[config.mk]
export PLATFORM = sky130hd
export DESIGN_NAME = calc1_port_driver_flat
export DESIGN_NICKNAME = d
export VERILOG_FILES = /design/src/rtl/calc1_port_driver_if.sv /design/src/rtl/calc1_port_driver.sv /design/src/flat_wrapper.sv
export SDC_FILE = /design/constraint.sdc
export NUM_CORES = 1
export LEC_CHECK = 0
export CELL_PAD_IN_SITES_DETAIL_PLACEMENT = 0
export CELL_PAD_IN_SITES_GLOBAL_PLACEMENT = 1
export CORE_UTILIZATION = 32
export CTS_CLUSTER_DIAMETER = 200
export DETAILED_ROUTE_END_ITERATION = 7
export PLACE_DENSITY = 0.8
export SETUP_SLACK_MARGIN = 0.1
export SLEW_MARGIN = 0
export SYNTH_ARGS = -nofsm -noshare
export SYNTH_HDL_FRONTEND = slang
export SYNTH_SLANG_ARGS = --single-unit
[constraint.sdc]
create_clock -name c_clk -period 2.7 [get_ports c_clk]
set_input_delay 0.54 -clock c_clk [delete_from_list [all_inputs] [get_ports c_clk]]
set_output_delay 0.54 -clock c_clk [all_outputs]
set_load 0.02 [all_outputs]
[src/rtl/calc1_port_driver_if.sv]
// Bundle between the calc1 port driver, its upstream op source,
// the calc1 request/response port and the downstream result sink.
interface calc1_port_driver_if;
  logic        op_valid;
  logic        op_ready;
  logic [0:3]  op_cmd;
  logic [0:31] op_data1;
  logic [0:31] op_data2;
  logic [0:3]  req_cmd_out;
  logic [0:31] req_data_out;
  logic [0:1]  out_resp;
  logic [0:31] out_data;
  logic        rsp_valid;
  logic        rsp_ready;
  logic [0:1]  rsp_code;
  logic [0:31] rsp_data;
  logic        rsp_timeout;

  modport slave (
    input  op_valid, op_cmd, op_data1, op_data2,
    input  out_resp, out_data, rsp_ready,
    output op_ready, req_cmd_out, req_data_out,
    output rsp_valid, rsp_code, rsp_data, rsp_timeout
  );

  modport master (
    output op_valid, op_cmd, op_data1, op_data2,
    output out_resp, out_data, rsp_ready,
    input  op_ready, req_cmd_out, req_data_out,
    input  rsp_valid, rsp_code, rsp_data, rsp_timeout
  );
endinterface

[src/rtl/calc1_port_driver.sv]
// Drives one calc1 request port: two-cycle command/data issue,
// bounded wait for the response, result held until taken downstream.
module calc1_port_driver #(
  parameter int unsigned TIMEOUT = 15
) (
  input  logic c_clk,
  input  logic reset,
  calc1_port_driver_if.slave bus
);

  typedef enum logic [2:0] {
    IDLE,
    SEND1,
    SEND2,
    WAIT,
    DONE
  } state_t;

  localparam logic [7:0] LAST = 8'(TIMEOUT - 1);

  state_t      state;
  logic [7:0]  cnt;
  logic [0:31] data2_q;

  always_ff @(posedge c_clk) begin
    if (reset) begin
      state            <= IDLE;
      cnt              <= '0;
      data2_q          <= '0;
      bus.op_ready     <= 1'b1;
      bus.req_cmd_out  <= '0;
      bus.req_data_out <= '0;
      bus.rsp_valid    <= 1'b0;
      bus.rsp_code     <= '0;
      bus.rsp_data     <= '0;
      bus.rsp_timeout  <= 1'b0;
    end else begin
      unique case (state)
        IDLE: begin
          if (bus.op_valid) begin
            data2_q      <= bus.op_data2;
            bus.op_ready <= 1'b0;
            // A null command completes locally without touching calc1
            if (bus.op_cmd == 4'b0000) begin
              state           <= DONE;
              bus.rsp_valid   <= 1'b1;
              bus.rsp_code    <= 2'b10;
              bus.rsp_data    <= '0;
              bus.rsp_timeout <= 1'b0;
            end else begin
              state            <= SEND1;
              bus.req_cmd_out  <= bus.op_cmd;
              bus.req_data_out <= bus.op_data1;
            end
          end
        end
        SEND1: begin
          state            <= SEND2;
          bus.req_cmd_out  <= '0;
          bus.req_data_out <= data2_q;
        end
        SEND2: begin
          state            <= WAIT;
          bus.req_data_out <= '0;
          cnt              <= '0;
        end
        WAIT: begin
          // A response in the final wait cycle beats the timeout
          if (bus.out_resp != 2'b00) begin
            state           <= DONE;
            bus.rsp_valid   <= 1'b1;
            bus.rsp_code    <= bus.out_resp;
            bus.rsp_data    <= bus.out_data;
            bus.rsp_timeout <= 1'b0;
          end else if (cnt == LAST) begin
            state           <= DONE;
            bus.rsp_valid   <= 1'b1;
            bus.rsp_code    <= 2'b00;
            bus.rsp_data    <= '0;
            bus.rsp_timeout <= 1'b1;
          end else begin
            cnt <= cnt + 8'd1;
          end
        end
        DONE: begin
          if (bus.rsp_ready) begin
            state           <= IDLE;
            bus.rsp_valid   <= 1'b0;
            bus.op_ready    <= 1'b1;
            bus.rsp_code    <= '0;
            bus.rsp_data    <= '0;
            bus.rsp_timeout <= 1'b0;
          end
        end
        default: begin
          state        <= IDLE;
          bus.op_ready <= 1'b1;
        end
      endcase
    end
  end

endmodule

[src/flat_wrapper.sv]
// flat-port wrapper written by rule: the top's interface ports become plain ports
module calc1_port_driver_flat 
#(
  parameter int unsigned TIMEOUT = 15
)
  (c_clk, reset, bus_op_valid, bus_op_cmd, bus_op_data1, bus_op_data2, bus_out_resp, bus_out_data, bus_rsp_ready, bus_op_ready, bus_req_cmd_out, bus_req_data_out, bus_rsp_valid, bus_rsp_code, bus_rsp_data, bus_rsp_timeout);
  calc1_port_driver_if bus_i ();
  input  logic c_clk;
  input  logic reset;
  input wire logic [$bits(bus_i.op_valid)-1:0] bus_op_valid;
  input wire logic [$bits(bus_i.op_cmd)-1:0] bus_op_cmd;
  input wire logic [$bits(bus_i.op_data1)-1:0] bus_op_data1;
  input wire logic [$bits(bus_i.op_data2)-1:0] bus_op_data2;
  input wire logic [$bits(bus_i.out_resp)-1:0] bus_out_resp;
  input wire logic [$bits(bus_i.out_data)-1:0] bus_out_data;
  input wire logic [$bits(bus_i.rsp_ready)-1:0] bus_rsp_ready;
  output wire logic [$bits(bus_i.op_ready)-1:0] bus_op_ready;
  output wire logic [$bits(bus_i.req_cmd_out)-1:0] bus_req_cmd_out;
  output wire logic [$bits(bus_i.req_data_out)-1:0] bus_req_data_out;
  output wire logic [$bits(bus_i.rsp_valid)-1:0] bus_rsp_valid;
  output wire logic [$bits(bus_i.rsp_code)-1:0] bus_rsp_code;
  output wire logic [$bits(bus_i.rsp_data)-1:0] bus_rsp_data;
  output wire logic [$bits(bus_i.rsp_timeout)-1:0] bus_rsp_timeout;
  assign bus_i.op_valid = bus_op_valid;
  assign bus_i.op_cmd = bus_op_cmd;
  assign bus_i.op_data1 = bus_op_data1;
  assign bus_i.op_data2 = bus_op_data2;
  assign bus_i.out_resp = bus_out_resp;
  assign bus_i.out_data = bus_out_data;
  assign bus_i.rsp_ready = bus_rsp_ready;
  assign bus_op_ready = bus_i.op_ready;
  assign bus_req_cmd_out = bus_i.req_cmd_out;
  assign bus_req_data_out = bus_i.req_data_out;
  assign bus_rsp_valid = bus_i.rsp_valid;
  assign bus_rsp_code = bus_i.rsp_code;
  assign bus_rsp_data = bus_i.rsp_data;
  assign bus_rsp_timeout = bus_i.rsp_timeout;
  calc1_port_driver #(.TIMEOUT(TIMEOUT)) u_core (.c_clk(c_clk), .reset(reset), .bus(bus_i));
endmodule
Yosys cells after proc, flatten, opt, wreduce, memory -nomap -nowiden --
Index checks and enable logic that the tools add are counted.
Operators by class: mux-type cells 40, bitwise logic cells 1, reduce and logical (&&, ||, !) cells 15, add/subtract/negate cells 1, eq/ne operators 12
Operators with widths (number):
- 32-bit two-way mux | 7
- 32-bit case mux with 3 select lines | 2
- 8-bit two-way mux | 2
- 8-bit case mux with 2 select lines | 1
- 3-bit two-way mux | 5
- 3-bit case mux with 5 select lines | 1
- 3-bit AND reduction | 5
- 1-bit two-way mux | 10
- 2-bit two-way mux | 5
- 2-bit inequality test, second input constant | 5
- 1-bit case mux with 3 select lines | 3
- 8-bit by 1-bit adder with 8-bit output, second input constant | 1
- 8-bit by 4-bit == test with 1-bit output, second input constant | 1
- 4-bit two-way mux | 2
- 4-bit case mux with 2 select lines | 1
- 3-bit by 2-bit == test with 1-bit output, second input constant | 2
- 2-bit case mux with 3 select lines | 1
- 2-bit nonzero test | 3
- 3-bit nonzero test | 2
- 5-bit AND reduction | 1
- 4-bit zero test | 1
- 3-bit by 1-bit == test with 1-bit output, second input constant | 1
- 3-bit == test, second input constant | 1
- 3-bit zero test | 1
- other kinds (5) | 5
Storage, ports and cells: bits in registers 116, logic and storage cells 79, output and inout port bits 73

Logic depth before layout (Yosys ltp) --
Gate-level depths: netlist of the first run.
word-level depth 4, gate-level depth with buffers 7

Worst setup path after synthesis of the first run --
Ideal clock, no wire load.
path type input to register, from input bus_op_cmd[1], to register u_core.bus.rsp_data[10], path buffers 2, cell stages on the path 6, library setup time 0.117 ns, path slack 0.664 ns, data arrival time 1.919 ns, data required time 2.583 ns, cell sequence or4_1 > buf_2 > o2111ai_2 > o221ai_2 > buf_6 > a22o_1
Between the ends: cells in the longest elaborated chain, start to end 3
RTL lines:
- start: declaration | line flat_wrapper.sv:11 | input wire logic [$bits(bus_i.op_cmd)-1:0] bus_op_cmd;
- 4-bit zero test | line calc1_port_driver.sv:44 | if (bus.op_cmd == 4'b0000) begin
- 2-bit by 1-bit inequality test with 1-bit output (no source line)
- 5-bit AND reduction (no source line)
- end signal: assignment | line calc1_port_driver.sv:73 | bus.rsp_data <= bus.out_data;
- end: declaration | line calc1_port_driver_if.sv:23 | output rsp_valid, rsp_code, rsp_data, rsp_timeout
Every way passes these cells. A chain may end at the register's enable or synchronous reset.

Final worst setup path of the first run --
from register u_core.state[0], to register u_core.bus.rsp_data[29]
Between the ends: cells in the longest elaborated chain, start to end 3, elaborated cells on any way between the ends 10, classes of those cells eq/ne: 6; mux: 1; reduce/logical: 3
RTL lines:
- start: declaration | line calc1_port_driver.sv:21 | state_t state;
- start signal: assignment | line calc1_port_driver.sv:27 | state <= IDLE;
- start signal: assignment | line calc1_port_driver.sv:45 | state <= DONE;
- start signal: assignment | line calc1_port_driver.sv:51 | state <= SEND1;
- 3-bit by 2-bit == test with 1-bit output (tied with other cells) | line calc1_port_driver.sv:38 | unique case (state)
- 3-bit by 1-bit inequality test with 1-bit output (no source line) (tied with other cells)
- 5-bit AND reduction (no source line)
Parallel ways exist; a longest one is shown, timed or not.

==> impl_metrics.toml, run 1 <==
[drt]
wl_per_cell_um = 15.97
via_per_inst = 5.140
vias = 4539
remaining_drc_errors = 0
firstDrtPassIters = 5
ant_nets = 0
routed_wl_um = 14100
drtIter0Drc = 273

[synth]
syn-instance-count = 523
synthArstFlopShare_pct = 0
syn_area_per_cell_um2 = 9.084
synth_edf_count = 0
yosys_warnings = 0
syn-cell-area_mm2 = 0.004751
synth-seq-area-share_pct = 48.88
synth_fp_nets = 631
synth_ff_type = "dfxtp_1"
synth-seq-cells = 116
synthDistinctLibCells = 43

[run_status]
status = "complete, no violations"

[global_routing]
grt_usage_pct = 18.51
grt_pass1_wl_um = 21780
use_met1_pct = 22.77
busiest_layer = "met2"
met3_usage_pct = 4.075
antenna_found_initial = 0
grt_max_degree = 76
gr-total-overflow = 0
grt_util_met2_pct = 31.35
grt_pass1_vias = 4274

[place]
place_area_mm2 = 0.006671
gp_congestion = 0.7672
dpl.hpwl_um = 10070
numPortBuffers = 178

[pwr]
ir_worst_vdd_uv = 515.8
p_leak_nw = 2.715
power_frac_seq_pct = 33.9
comb_power_share_pct = 30.2
switching_share_pct = 31.41
p_per_area_mw_per_mm2 = 870.8
p_clk_share_pct = 35.9
switchingPower_mw = 1.992
p_int_mw = 4.349

[critical_path]
start_kind = "register"
crit_type = "register to register"
required_ns = 3.05
end_kind = "register"
cp.arrival_ns = 2.47
critPathMaxFanout = 32

[clock_tree]
clockBufferDepth = 2
clock-root-buffer = "clkbuf_16"
cts_hold_buf = 0
clock_sinks = 116
cts-htree-levels = 4
insertion_delay_ns = 0.41
cts_buffers = 17
postCtsSetupRepairBufs = 0
path_clk_slew_ns = 0.05
cts_tree = "built"
cts.repair.resized = 0

[floorplanning]
die-area_mm2 = 0.01534
io_pins = 179
die_y_um = 123.8
initial_utilization_pct = 32.69
row_count = 44
die_x_um = 123.8
core-area_mm2 = 0.01453

[sta]
clock-skew-final_ns = 0.004464
worst_pin_slew_ns = 1.187
slew_violations = 0
timing.final.crit_share_pct = 78.71
max_slew_margin_pct = 20.58
finalSetupViolations = 0
max_freq_mhz = 470.6
finalHoldViolCount = 0
period_minus_slack_ns = 2.125
rsz0062_at_grt = "no"
setup_tns_ns = 0

[cells_and_area]
finalInstanceArea_mm2 = 0.007282
antennaDiodeCount = 0
area.growth.synth_to_final_pct = 53.28
fin_nets = 794
drive_gt1_share_pct = 8.155
nFillCells = 1389

[worst_hold_path]
hold_path.class = "input port to register"

[flow_run]
cap_violations = 0
-- path summary, 6_finish.rpt --
path	to	cells after the start	slack, ns	from
max	u_core.bus.rsp_data[29]	3	0.57	u_core.state[0]
min	u_core.cnt[0]	2	0.43	reset
max reg2reg	u_core.bus.rsp_data[29]	3	0.57	u_core.state[0]
min reg2reg	u_core.data2_q[10]	2	0.45	u_core.data2_q[10]
-- layout make-up --
cell class              count  area, µm²  share of cell area, %
multi-input cells         353       2202                  30.24
clock inverters            13      157.7                  2.165
repair buffers            192       1894                  26.01
flip-flops and latches    116       2322                  31.89
well taps                 184      230.2                  3.162
inverters                   6      22.52                 0.3093
clock buffers              19      452.9                  6.220
-- metrics by stage --
step	hold WS (ns)	std cells	util, %	power (mW)	worst slack, ns
2_1_floorplan	0.4360	523	-	3.326	0.6641
3_3_place_gp	0.4436	851	45.90	4.060	0.2283
3_5_place_dp	0.4486	851	45.90	4.104	0.2030
4_1_cts	0.4168	883	50.10	6.387	0.5741
5_1_grt	0.4214	883	50.10	6.690	0.3738
6_report	0.4346	883	50.10	6.341	0.5748
-- per-layer routing --
metal / vias up / wire length, µm
met4: 0 / 306
met1: 2133 / 6157
met5: - / 0
met2: 110 / 7019
met3: 20 / 618
li1: 2276 / -
-- critical path, cell delays in order (launching register included) --
cell      delay [ns]
dfxtp_1         0.61
nand3b_1        0.21
nor3_4          0.98
a22o_1          0.25
-- cell families after synthesis --
group | Yosys count | synth area share (%)
compound gates | 203 | 31.63
buf+inv | 54 | 5.162
xor+xnor | 1 | 0.1844
simple gates | 146 | 13.41
mux | 1 | 0.2107
flops | 116 | 48.88
fa+ha+maj | 2 | 0.5266
-- cells in the final DEF, fill, tap and decap left out, types with 2 or more instances in the layout --
| master | synthesis | final |
|---|---|---|
| or3_1 | 8 | 8 |
| buf_4 | 0 | 13 |
| nor2_1 | 40 | 39 |
| o21ai_0 | 10 | 10 |
| a22o_1 | 64 | 64 |
| dfxtp_1 | 116 | 116 |
| or2_2 | 2 | 2 |
| bufinv_16 | 0 | 3 |
| nand3_1 | 7 | 7 |
| a211oi_1 | 34 | 34 |
| a32o_1 | 2 | 2 |
| clkinv_2 | 0 | 4 |
| clkinvlp_4 | 0 | 4 |
| clkdlybuf4s50_1 | 0 | 177 |
| nand2_1 | 74 | 74 |
| a21oi_1 | 42 | 42 |
| clkbuf_8 | 0 | 2 |
| a22oi_1 | 36 | 36 |
| o211ai_1 | 4 | 4 |
| nand4_1 | 2 | 2 |
| a21o_1 | 2 | 2 |
| clkbuf_16 | 0 | 17 |
| clkinv_4 | 0 | 2 |
| inv_1 | 5 | 5 |
| and3_1 | 2 | 2 |
| ha_1 | 2 | 2 |
-- power by group through the flow --
stage | clock (mW) | sequential [mW] | combinational [mW]
6_report | 2.28 | 2.15 | 1.92
4_1_cts | 2.31 | 2.15 | 1.93
3_3_place_gp | 0 | 2.17 | 1.89
5_1_grt | 2.40 | 2.19 | 2.10
2_1_floorplan | 0 | 2.37 | 0.956
3_5_place_dp | 0 | 2.19 | 1.92
-- sequential cells by signal, indices dropped and copies added (netlist names) --
name and count:
u_core.bus.op_ready 1, u_core.bus.req_cmd_out 4, u_core.bus.req_data_out 32, u_core.bus.rsp_code 2
u_core.bus.rsp_data 32, u_core.bus.rsp_timeout 1, u_core.bus.rsp_valid 1, u_core.cnt 8
u_core.data2_q 32, u_core.state 3
-- synth_stat cells, types with 2 or more instances --
| cell | instances | area, µm² |
|---|---|---|
| and3_1 | 2 | 12.51 |
| inv_1 | 5 | 18.77 |
| a211oi_1 | 34 | 255.2 |
| clkbuf_1 | 29 | 108.9 |
| nor2b_1 | 2 | 12.51 |
| buf_6 | 3 | 33.78 |
| a22o_1 | 64 | 560.5 |
| nor2_1 | 40 | 150.1 |
| a32o_1 | 2 | 20.02 |
| or2_2 | 2 | 12.51 |
| or3_1 | 8 | 50.05 |
| ha_1 | 2 | 25.02 |
| o211ai_1 | 4 | 30.03 |
| dfxtp_1 | 116 | 2322 |
| nand2_1 | 74 | 277.8 |
| a22oi_1 | 36 | 270.3 |
| a21o_1 | 2 | 15.01 |
| buf_2 | 16 | 80.08 |
| o21ai_0 | 10 | 50.05 |
| a21oi_1 | 42 | 210.2 |
| nand4_1 | 2 | 12.51 |
| nand3_1 | 7 | 35.03 |
(Power assumes the default switching activity.)
==> run 2, diff against run 1 <==
clock period = 2 ns   (was 2.7 ns; I/O delays follow)
==> run 2 against run 1 <==
Net effect:
- maximum frequency up 16%
- cell area increased by 3.3%
- power increased by 34%
- count of clock-buffer cells in the layout grew 6
- sequential power rose by 34%
- via count rose by 0.93%
- clock skew grew 0.0071 ns
==> impl_metrics.toml, run 2 (synthesis results as in run 1) <==
[sta]
max_freq_mhz = 546.5
finalSetupViolations = 0
finalHoldViolCount = 0
worst_pin_slew_ns = 0.9615
max_slew_margin_pct = 35.83
setup_tns_ns = 0
rsz0062_at_grt = "no"
fin_ws_ns = 0.1701
fin_hold_ws_ns = 0.4407
slew_violations = 0
period_minus_slack_ns = 1.830
clock-skew-final_ns = 0.01156
timing.final.crit_share_pct = 91.50

[floorplanning]
core-area_mm2 = 0.01453
io_pins = 179
die_y_um = 123.8
die-area_mm2 = 0.01534
initial_utilization_pct = 32.69
die_x_um = 123.8
row_count = 44

[clock_tree]
clock-root-buffer = "clkbuf_16"
path_clk_slew_ns = 0.05
insertion_delay_ns = 0.41
clock_sinks = 116
cts_buffers = 17
cts_tree = "built"
cts-htree-levels = 4
clockBufferDepth = 2
cts_hold_buf = 0

[critical_path]
end_kind = "register"
cp.arrival_ns = 2.13
critPathMaxFanout = 9
r2r.worst_path.cells = 5
required_ns = 2.30
crit_type = "register to register"
start_kind = "register"

[global_routing]
grt_pass1_vias = 4319
grt_max_degree = 69
gr-total-overflow = 0
grt_pass1_wl_um = 21900
antenna_found_initial = 0
grt_usage_pct = 18.91

[drt]
drtIter0Drc = 280
firstDrtPassIters = 4
vias = 4581
remaining_drc_errors = 0
wl_per_cell_um = 16.20
routed_wl_um = 14590
ant_nets = 0
via_per_inst = 5.084

[place]
dp_slack_ns = -0.3978
numPortBuffers = 178
dp.cells = 866
gp_congestion = 0.8102
dpl.hpwl_um = 10300
place_area_mm2 = 0.006822

[cells_and_area]
finalNonFillerCells = 901
fin_nets = 815
final_util_pct = 51.75
final_common_cell = "clkdlybuf4s50_1"
drive_gt1_share_pct = 10.46
finalInstanceArea_mm2 = 0.007521
final_cell_mix = "173 x clkdlybuf4s50_1, 116 x dfxtp_1, 74 x nand2_1, 64 x a22o_1, 42 x a21oi_1"
antennaDiodeCount = 0
area.growth.synth_to_final_pct = 58.31
reg_top3 = "u_core.bus.req_data_out x32, u_core.bus.rsp_data x32, u_core.data2_q x32"

[flow_run]
cap_violations = 0

[worst_hold_path]
hold_depth = 4
hold_path.class = "input port to register"

[pwr]
p_per_area_mw_per_mm2 = 1134
p_leak_nw = 2.869
finalPower_mw = 8.526
ir_worst_vdd_uv = 695.3

[run_status]
status = "complete, no violations"
run 2: worst max-delay path, cell delays in order (launching register included):
cell and delay, ns:
dfxtp_1 0.39, or3b_2 0.56, o2111ai_4 0.12, o221ai_4 0.20
clkbuf_16 0.22, a22o_1 0.23
run 2: timing repair:
action,in CTS,in global routing
gates cloned,1,3
pin swaps,1,3
buffers inserted,0,2
gates resized for setup,2,9
setup endpoints to repair,33,40
run 2: path summary, 6_finish.rpt:
| check | startpoint | end | slack [ns] |
|---|---|---|---|
| max | u_core.state[1] | u_core.bus.rsp_data[3] | 0.17 |
| min | bus_op_cmd[3] | u_core.bus.req_cmd_out[0] | 0.44 |
| max reg2reg | u_core.state[1] | u_core.bus.rsp_data[3] | 0.17 |
| min reg2reg | u_core.data2_q[12] | u_core.data2_q[12] | 0.45 |
run 2: report_power, final:
part | leakage [nW] | switching (mW) | total, mW | internal (mW)
logic | 1.65 | 1.48 | 2.83 | 1.35
registers | 0.949 | 0.200 | 2.88 | 2.68
clock network | 0.271 | 0.974 | 2.82 | 1.84
total | 2.87 | 2.65 | 8.53 | 5.87
run 2: area by class of cell:
| cell class | count | area [µm²] |
|---|---|---|
| Clock buffer | 25 | 505.5 |
| Clock inverter | 4 | 47.55 |
| Fill cell | 1344 | 7013 |
| Inverter | 6 | 22.52 |
| Multi-Input combinational cell | 354 | 2262 |
| Sequential cell | 116 | 2322 |
| Tap cell | 184 | 230.2 |
| Timing Repair Buffer | 212 | 2131 |
run 2: metal layers:
metal,vias up,GRT usage [%],routed length (µm)
met5,-,0,0
met4,0,6.928,168
met3,11,4.716,643
met2,121,34.44,7669
met1,2142,21.08,6111
li1,2307,-,-
==> run 3, diff against run 2 <==
CELL_PAD_IN_SITES_DETAIL_PLACEMENT = 1   (was 0)
CORE_UTILIZATION = 40   (was 32)
DONT_BUFFER_PORTS = 1   (was not set)
PLACE_DENSITY = 0.7   (was 0.8)
==> run 3 against run 2 <==
Net effect:
- the run now ends with DRC left
- first-iteration DRC count down 13%
- clock power up 19%
- setup slack better by 0.013 ns
- register-to-register slack about the same
- cell area down 25%
- die area down 20%
- clock skew down 0.0054 ns
- power down 2.7%
- critical path type unchanged
- largest cell class unchanged
==> impl_metrics.toml, run 3 (synthesis results as in run 1) <==
[floorplanning]
die_x_um = 111.0
core-area_mm2 = 0.01152
row_count = 39
die_y_um = 111.0
die-area_mm2 = 0.01232
io_pins = 179
initial_utilization_pct = 41.25

[global_routing]
antenna_found_initial = 0
gr-total-overflow = 0
grt_usage_pct = 22.64
grt_max_degree = 81
grt_pass1_vias = 4065
grt_pass1_wl_um = 21570

[sta]
timing.final.crit_share_pct = 90.83
slew_violations = 0
finalHoldViolCount = 0
clock-skew-final_ns = 0.006127
period_minus_slack_ns = 1.817
setup_tns_ns = 0
max_slew_margin_pct = 76.43
finalSetupViolations = 0
rsz0062_at_grt = "no"
worst_pin_slew_ns = 0.3535
max_freq_mhz = 550.5

[place]
dpl.hpwl_um = 9306
numPortBuffers = 0
dp.cells = 642
gp_congestion = 0.8026

[drt]
firstDrtPassIters = 8
routed_wl_um = 13470
remaining_drc_errors = 20
wl_met1_um = 5539
ant_nets = 0
via_per_inst = 5.855
met2WireLength_um = 6791
top_layer = "met4"
route.met3.wl_um = 893
vias = 3946
drtIter0Drc = 243
wl_per_cell_um = 19.99

[clock_tree]
cts_tree = "built"
postCtsSetupRepairBufs = 0
clock_sinks = 116
insertion_delay_ns = 0.41
path_clk_slew_ns = 0.05
cts_hold_buf = 0
clock-root-buffer = "clkbuf_16"
cts_buffers = 17
clockBufferDepth = 2
cts-htree-levels = 4

[cells_and_area]
area.growth.synth_to_final_pct = 18.30
fin_nets = 626
reg_top3 = "u_core.bus.req_data_out x32, u_core.bus.rsp_data x32, u_core.data2_q x32"
final_util_pct = 48.80
final_cell_mix = "114 x dfxtp_1, 74 x nand2_1, 64 x a22o_1, 42 x a21oi_1, 39 x nor2_1"
finalNonFillerCells = 674
antennaDiodeCount = 0
final_common_cell = "dfxtp_1"
drive_gt1_share_pct = 12.81

[critical_path]
start_kind = "register"
crit_type = "register to register"
required_ns = 2.30
end_kind = "register"
r2r.worst_path.cells = 5
path_cells = "or4b_1 > o221ai_1 > buf_6 > o211ai_1 > a32o_1"
cp.arrival_ns = 2.12
critPathMaxStageDelay_ns = 0.53
slowest_stage = "or4b_1"
critPathMaxFanout = 20

[worst_hold_path]
hold_depth = 1
hold_path.class = "input port to register"

[pwr]
p_leak_nw = 2.131
p_per_area_mw_per_mm2 = 1476
ir_worst_vdd_uv = 686.2

[run_status]
violations = "DRC"
status = "finished, violations left"

[flow_run]
cap_violations = 0
[run 3: cell types whose count changed in the layout (fill, tap and decap cells not counted), sizes merged]
cell | previous run | this run
clkdlybuf4s50 | 173 | 0
buf | 33 | 24
clkbuf | 27 | 19
bufinv | 1 | 5
dlymetal6s2s | 4 | 0
clkinvlp | 1 | 4
clkinv | 2 | 3
inv | 6 | 7
nor3 | 2 | 1
[run 3: through the flow]
step | hold slack [ns] | power (mW) | worst slack (ns) | area [µm²]
after global routing | 0.02917 | 8.705 | 0.1089 | 5620
after floorplan | 0.4360 | 4.490 | 0.1041 | 4751
final | 0.05558 | 8.295 | 0.1834 | 5620
after CTS | 0.04037 | 8.344 | 0.1690 | 5612
after global placement | 0.4369 | 4.895 | 0.1606 | 4955
after detailed placement | 0.4428 | 4.979 | 0.1177 | 4955
[run 3: critical path, delay by kind of cell (launching register included)]
family	cells	cell delay [ns]
and+or+nand+nor	1	0.53
AOI/OAI and AO/OA	3	0.62
buffers and inverters	1	0.21
DFF	1	0.34
[run 3: where the power goes]
part / switching, mW / total, mW / internal, mW
Combinational: 1.00 / 1.70 / 0.696
Sequential: 0.576 / 3.25 / 2.68
Clock: 1.08 / 3.35 / 2.27
[run 3: layer usage]
layer,up-vias,GRT usage (%)
met4,0,10.87
met1,1896,25.83
li1,1924,-
met5,-,0
met2,100,38.53
met3,26,6.889
[run 3: final timing paths]
kind / to / start / slack [ns]
setup reg to reg: u_core.bus.rsp_code[1] / u_core.cnt[4] / 0.18
hold / removal: u_core.bus.req_data_out[27] / reset / 0.06
setup / recovery: u_core.bus.rsp_code[1] / u_core.cnt[4] / 0.18
hold reg to reg: u_core.data2_q[5] / u_core.data2_q[5] / 0.45
[run 3: timing repair]
| item | CTS | global route |
|---|---|---|
| endpoints found under the setup margin | 0 | 48 |
| hold endpoints to repair | 0 | 0 |
| resized for setup | 0 | 4 |
[run 3: final cells by class]
type                            count  area (µm²)
Fill cell                        1322        5896
Sequential cell                   116        2325
Multi-Input combinational cell    353        2203
Clock buffer                       19       452.9
Timing Repair Buffer               24       234.0
Clock inverter                     13       203.9
Tap cell                          143       178.9
Inverter                            6       22.52
